--- config.mk ---
export PLATFORM = sky130hd
export DESIGN_NAME = count_sequencer
export DESIGN_NICKNAME = d
export VERILOG_FILES = /design/src/rtl/count_sequencer_pkg.sv /design/src/rtl/count_sequencer_slot_counter.sv /design/src/rtl/count_sequencer.sv
export SDC_FILE = /design/constraint.sdc
export NUM_CORES = 1
export LEC_CHECK = 0
export CORE_MARGIN = 3
export CORE_UTILIZATION = 48
export CTS_BUF_LIST = sky130_fd_sc_hd__clkbuf_8
export CTS_CLUSTER_SIZE = 8
export DETAILED_ROUTE_END_ITERATION = 10
export MAX_ROUTING_LAYER = met4
export PLACE_DENSITY = 0.78
export SYNTH_ARGS = -nofsm -noshare
export SYNTH_HDL_FRONTEND = slang
export SYNTH_SLANG_ARGS = --single-unit
--- constraint.sdc ---
create_clock -name clk -period 1.81 [get_ports clk]
set_clock_uncertainty 0.2 [all_clocks]
set_input_delay 0.181 -clock clk [delete_from_list [all_inputs] [get_ports clk]]
set_output_delay 0.181 -clock clk [all_outputs]
set_load 0.01 [all_outputs]
--- src/rtl/count_sequencer_pkg.sv ---
// count_sequencer_pkg: shared widths and FSM state encoding for the
// count_sequencer block and its slot counter.
package count_sequencer_pkg;

  localparam int COUNT_W = 3;
  localparam int REPS_W  = 4;

  typedef enum logic [1:0] {
    IDLE   = 2'd0,
    RUN    = 2'd1,
    HOLD   = 2'd2,
    FINISH = 2'd3
  } state_t;

endpackage

--- src/rtl/count_sequencer_slot_counter.sv ---
// slot_counter: COUNT_W-bit up counter that rolls back to 0 after reaching
// a terminal value.
//   clk    in   rising-edge clock
//   reset  in   synchronous active-high reset
//   clr_i  in   synchronous clear (wins over en_i)
//   en_i   in   advance one slot this cycle
//   term_i in   terminal value; the count after term_i is 0
//   cnt_o  out  current count (registered)
//   tc_o   out  high while cnt_o == term_i
module slot_counter
  import count_sequencer_pkg::*;
(
  input  logic               clk,
  input  logic               reset,
  input  logic               clr_i,
  input  logic               en_i,
  input  logic [COUNT_W-1:0] term_i,
  output logic [COUNT_W-1:0] cnt_o,
  output logic               tc_o
);

  logic [COUNT_W-1:0] cnt_q, cnt_d;

  assign tc_o  = (cnt_q == term_i);
  assign cnt_o = cnt_q;

  always_comb begin
    cnt_d = cnt_q;
    if (clr_i)     cnt_d = '0;
    else if (en_i) cnt_d = tc_o ? '0 : cnt_q + {{(COUNT_W-1){1'b0}}, 1'b1};
  end

  always_ff @(posedge clk) begin
    if (reset) cnt_q <= '0;
    else       cnt_q <= cnt_d;
  end

endmodule

--- src/rtl/count_sequencer.sv ---
// count_sequencer: runs a slot count 0..limit for a number of passes.
// limit/reps are captured on start; reps == 0 runs until aborted.
//   clk    in   rising-edge clock
//   reset  in   synchronous active-high reset
//   start  in   run request, only looked at in IDLE
//   pause  in   level; freezes the count (RUN -> HOLD)
//   abort  in   cancel back to IDLE (no effect in IDLE, also blocks start)
//   limit  in   terminal count, latched at start
//   reps   in   pass count, latched at start (0 = continuous)
//   count  out  current slot count
//   busy   out  RUN or HOLD
//   wrap   out  one-cycle pulse on the cycle count returns to 0 from limit
//   done   out  high in FINISH
//   state  out  FSM state encoding
// Every output is a register or a decode of the registered state.
module count_sequencer
  import count_sequencer_pkg::*;
(
  input  logic               clk,
  input  logic               reset,
  input  logic               start,
  input  logic               pause,
  input  logic               abort,
  input  logic [COUNT_W-1:0] limit,
  input  logic [REPS_W-1:0]  reps,
  output logic [COUNT_W-1:0] count,
  output logic               busy,
  output logic               wrap,
  output logic               done,
  output logic [1:0]         state
);

  state_t              state_q, state_d;
  logic [COUNT_W-1:0]  limit_q, limit_d;
  logic [REPS_W-1:0]   reps_q,  reps_d;
  logic [REPS_W-1:0]   pass_q,  pass_d;
  logic                wrap_q,  wrap_d;
  logic [REPS_W-1:0]   pass_inc;
  logic                cnt_en, cnt_clr, cnt_tc;

  slot_counter u_slot (
    .clk    (clk),
    .reset  (reset),
    .clr_i  (cnt_clr),
    .en_i   (cnt_en),
    .term_i (limit_q),
    .cnt_o  (count),
    .tc_o   (cnt_tc)
  );

  // Saturating so continuous runs never alias back to a small pass count.
  assign pass_inc = (pass_q == '1) ? pass_q : pass_q + {{(REPS_W-1){1'b0}}, 1'b1};

  always_comb begin
    state_d = state_q;
    limit_d = limit_q;
    reps_d  = reps_q;
    pass_d  = pass_q;
    wrap_d  = 1'b0;
    cnt_en  = 1'b0;
    cnt_clr = 1'b0;
    unique case (state_q)
      IDLE: begin
        cnt_clr = 1'b1;
        if (start && !abort) begin
          state_d = RUN;
          limit_d = limit;
          reps_d  = reps;
          pass_d  = '0;
        end
      end
      RUN: begin
        if (abort) begin
          state_d = IDLE;
          cnt_clr = 1'b1;
          pass_d  = '0;
        end else if (pause) begin
          state_d = HOLD;
        end else begin
          cnt_en = 1'b1;
          if (cnt_tc) begin
            wrap_d = 1'b1;
            pass_d = pass_inc;
            if (reps_q != '0 && pass_inc == reps_q) state_d = FINISH;
          end
        end
      end
      HOLD: begin
        if (abort) begin
          state_d = IDLE;
          cnt_clr = 1'b1;
          pass_d  = '0;
        end else if (!pause) begin
          state_d = RUN;
        end
      end
      FINISH: begin
        state_d = IDLE;
        cnt_clr = 1'b1;
        if (abort) pass_d = '0;
      end
      default: state_d = IDLE;
    endcase
  end

  always_ff @(posedge clk) begin
    if (reset) begin
      state_q <= IDLE;
      limit_q <= '0;
      reps_q  <= '0;
      pass_q  <= '0;
      wrap_q  <= 1'b0;
    end else begin
      state_q <= state_d;
      limit_q <= limit_d;
      reps_q  <= reps_d;
      pass_q  <= pass_d;
      wrap_q  <= wrap_d;
    end
  end

  assign state = state_q;
  assign wrap  = wrap_q;
  assign busy  = (state_q == RUN) || (state_q == HOLD);
  assign done  = (state_q == FINISH);

endmodule

==> impl_metrics.yaml <==
worst_setup_path:
  reg2reg_from: "state[1]"
  max_stage_delay_ns: 0.43
  path_max_fanout: 4
  crit_family: "simple AND/OR/NAND/NOR gates"
  worstPathRequired_ns: 1.74
  crit_buf_inv: 1
  slowest_stage: "or3b_4"
  critPathLaunch: "state[1]"
  cp-end-kind: "register"
  crit_type: "reg2reg"
  path_cells: "inv_4, ha_4, or3b_4, a31oi_4, nor4_2, a32oi_1, nand2_1"
  cp.arrival_ns: 1.85
  startpoint_type: "register"
sta:
  setup_violations: 7
  worstMarginPinSlew_ns: 0.401
  slew_viol_final: 0
  hold_viol_final: 0
  period_share_pct: 106
  fin_setup_tns_ns: -0.414
  max_slew_margin_pct: 73.2
  rsz0062_at_grt: "true"
  whs_ns: 0.317
  min_period_ns: 1.92
  worst_slack_ns: -0.106
  fmax_mhz: 522
clocking:
  clockBufferDepth: 2
  clk_pin_slew_ns: 0.06
  cts_tree: "built"
  root_buffer: "clkbuf_8"
  htreeDepth: 1
  holdBufCountCts: 0
  cts_buffers: 3
  cts_num_sinks: 17
  clock_latency_ns: 0.25
power:
  powerDensity_nw_per_um2: 988
  vdd_drop_max_v: 0.000779
  leakagePower_nw: 0.723
  finalPower_mw: 1.67
final_layout:
  area_growth_pct: 56.5
  drive_gt1_share_pct: 34.7
  final_cells: 194
  antenna_cells: 0
  final_util_pct: 83.0
  fin_nets: 187
  design_area_um2: 1700
global_routing:
  grt-ovfl-total: 0
  grt.total_usage_pct: 21.7
  antenna_found_initial: 0
  grt_pass1_vias: 1080
  grt_max_degree: 12
  grt_pass1_wl_mm: 4.45
floorplan:
  start_util_pct: 53.1
  dieArea_um2: 2860
  rows: 16
  core_area_um2: 2040
  die_h_um: 53.5
  die_w_um: 53.5
  io_pins: 20
route:
  drtIter0Drc: 38
  routedWlPerCell_um: 15.8
  drc: 0
  vias_per_cell: 5.76
  postRouteAntennaNets: 0
  wirelength_mm: 3.06
  via_count: 1118
  first_pass_iters: 4
min_path:
  hp-class: "reg2reg"
  min_from: "u_slot.cnt_o[2]"
outcome:
  status: "complete, but fails checks"
  violations: "negative setup slack"
logic_synthesis:
  yosysWarnings: 0
  synth-seq-cells: 17
  yosysUniqueCellTypes: 39
  synth-main-ff-cell: "dfxtp_1"
  synth_edf_count: 0
  syn-num-nets: 140
  netlist_area_um2: 1080
  seq_area_frac_synth_pct: 31.4
  netlist_instances: 121
  ys_async_sr_fraction_pct: 0
  syn_avg_cell_area_um2: 8.95
place:
  place_ws_ns: -0.280
  placed_area_um2: 1500
  io_buffer_count: 19
  dp.cells: 185
  gp_congestion: 0.862
  dp_hpwl_mm: 2.10
job:
  cap_viol_max_count: 0
[final timing paths]
path                                         to  slack (ns)  cells past startpoint
worst max-delay path                   state[1]       -0.11                      7
worst min-delay path            u_slot.cnt_o[2]        0.32                      2
worst max register to register         state[1]       -0.11                      7
worst min register to register  u_slot.cnt_o[2]        0.32                      2
[cells in the mapped netlist, types with 2 or more instances]
| library cell | n | share of area [%] |
|---|---|---|
| o211ai_1 | 2 | 1.4 |
| a21oi_1 | 6 | 2.8 |
| a211oi_1 | 2 | 1.4 |
| nand2b_1 | 3 | 1.7 |
| buf_2 | 2 | 0.92 |
| nand3_1 | 5 | 2.3 |
| inv_1 | 5 | 1.7 |
| nor2_1 | 14 | 4.8 |
| mux2i_1 | 11 | 10 |
| or2_2 | 2 | 1.2 |
| dfxtp_1 | 17 | 31 |
| nor3_1 | 3 | 1.4 |
| ha_1 | 7 | 8.1 |
| or3_1 | 3 | 1.7 |
| a211oi_2 | 2 | 2.3 |
| xnor2_1 | 3 | 2.4 |
| o21ai_0 | 4 | 1.8 |
| nand3b_1 | 3 | 2.1 |
| nand2_1 | 7 | 2.4 |
[flip-flops by register name (all words and copies together) (netlist names)]
name          flops
limit_q           3
reps_q            4
u_slot.cnt_o      3
pass_q            4
wrap              1
state             2
[area by class of cell]
cell class,count,area (um2)
sequential,17,348
tap,27,33.8
fill,124,347
inverter,5,23.8
multi-input combinational,96,840
clock buffer,3,41.3
timing repair buffer,45,405
clock inverter,1,3.75
[kinds of logic after synthesis]
family                   count (synthesis)  synth area share, %
flip-flops                              17                 31.4
multiplexers                            12                 11.2
AO/OA/AOI/OAI                           23                 17.8
AND/OR/NAND/NOR                         50                 25.3
XOR/XNOR                                 4                 3.23
buffers and inverters                    8                 3.00
adder cells (fa/ha/maj)                  7                 8.08
[per-layer routing]
metal  global-route usage (%)  routed length [um]  vias to the layer above  part of all wire (%)
met5                        -                   0                        -                     0
met4                     8.09                 106                        0                   3.5
met3                     3.38                 188                       15                   6.1
met2                     39.0                1610                       51                    53
met1                     23.8                1160                      525                    38
li1                         -                   -                      527                     -
[power breakdown]
| part | switching [mW] | total, mW | internal, mW |
|---|---|---|---|
| Sequential | 0.0495 | 0.469 | 0.419 |
| Combinational | 0.437 | 0.928 | 0.491 |
| Clock | 0.128 | 0.278 | 0.150 |
[cells in the final DEF, fill, tap and decap left out, drive strengths merged, types with 3 or more instances in the layout]
cell	count
buf	26
nand3b	3
a211oi	4
nand2b	4
clkbuf	3
o21ai	4
ha	7
nand2	7
clkdlybuf4s50	16
nor2	14
nand3	5
dfxtp	17
inv	6
nor3	3
mux2i	11
xnor2	3
or3	3
a21oi	6
[worst min-delay path, delay by kind of cell, from the launching register on]
kind | cells | cell delay, ns
DFF | 1 | 0.35
and+or+nand+nor | 1 | 0.07
AOI/OAI and AO/OA | 1 | 0.06
[what timing repair did]
| action | CTS | global route |
|---|---|---|
| pin swaps | 8 | 9 |
| cloned | 0 | 0 |
| gates resized for setup | 8 | 17 |
| setup buffers | 2 | 3 |
| setup endpoints to repair | 10 | 10 |
Note: power is estimated with default switching activity, not from simulation.
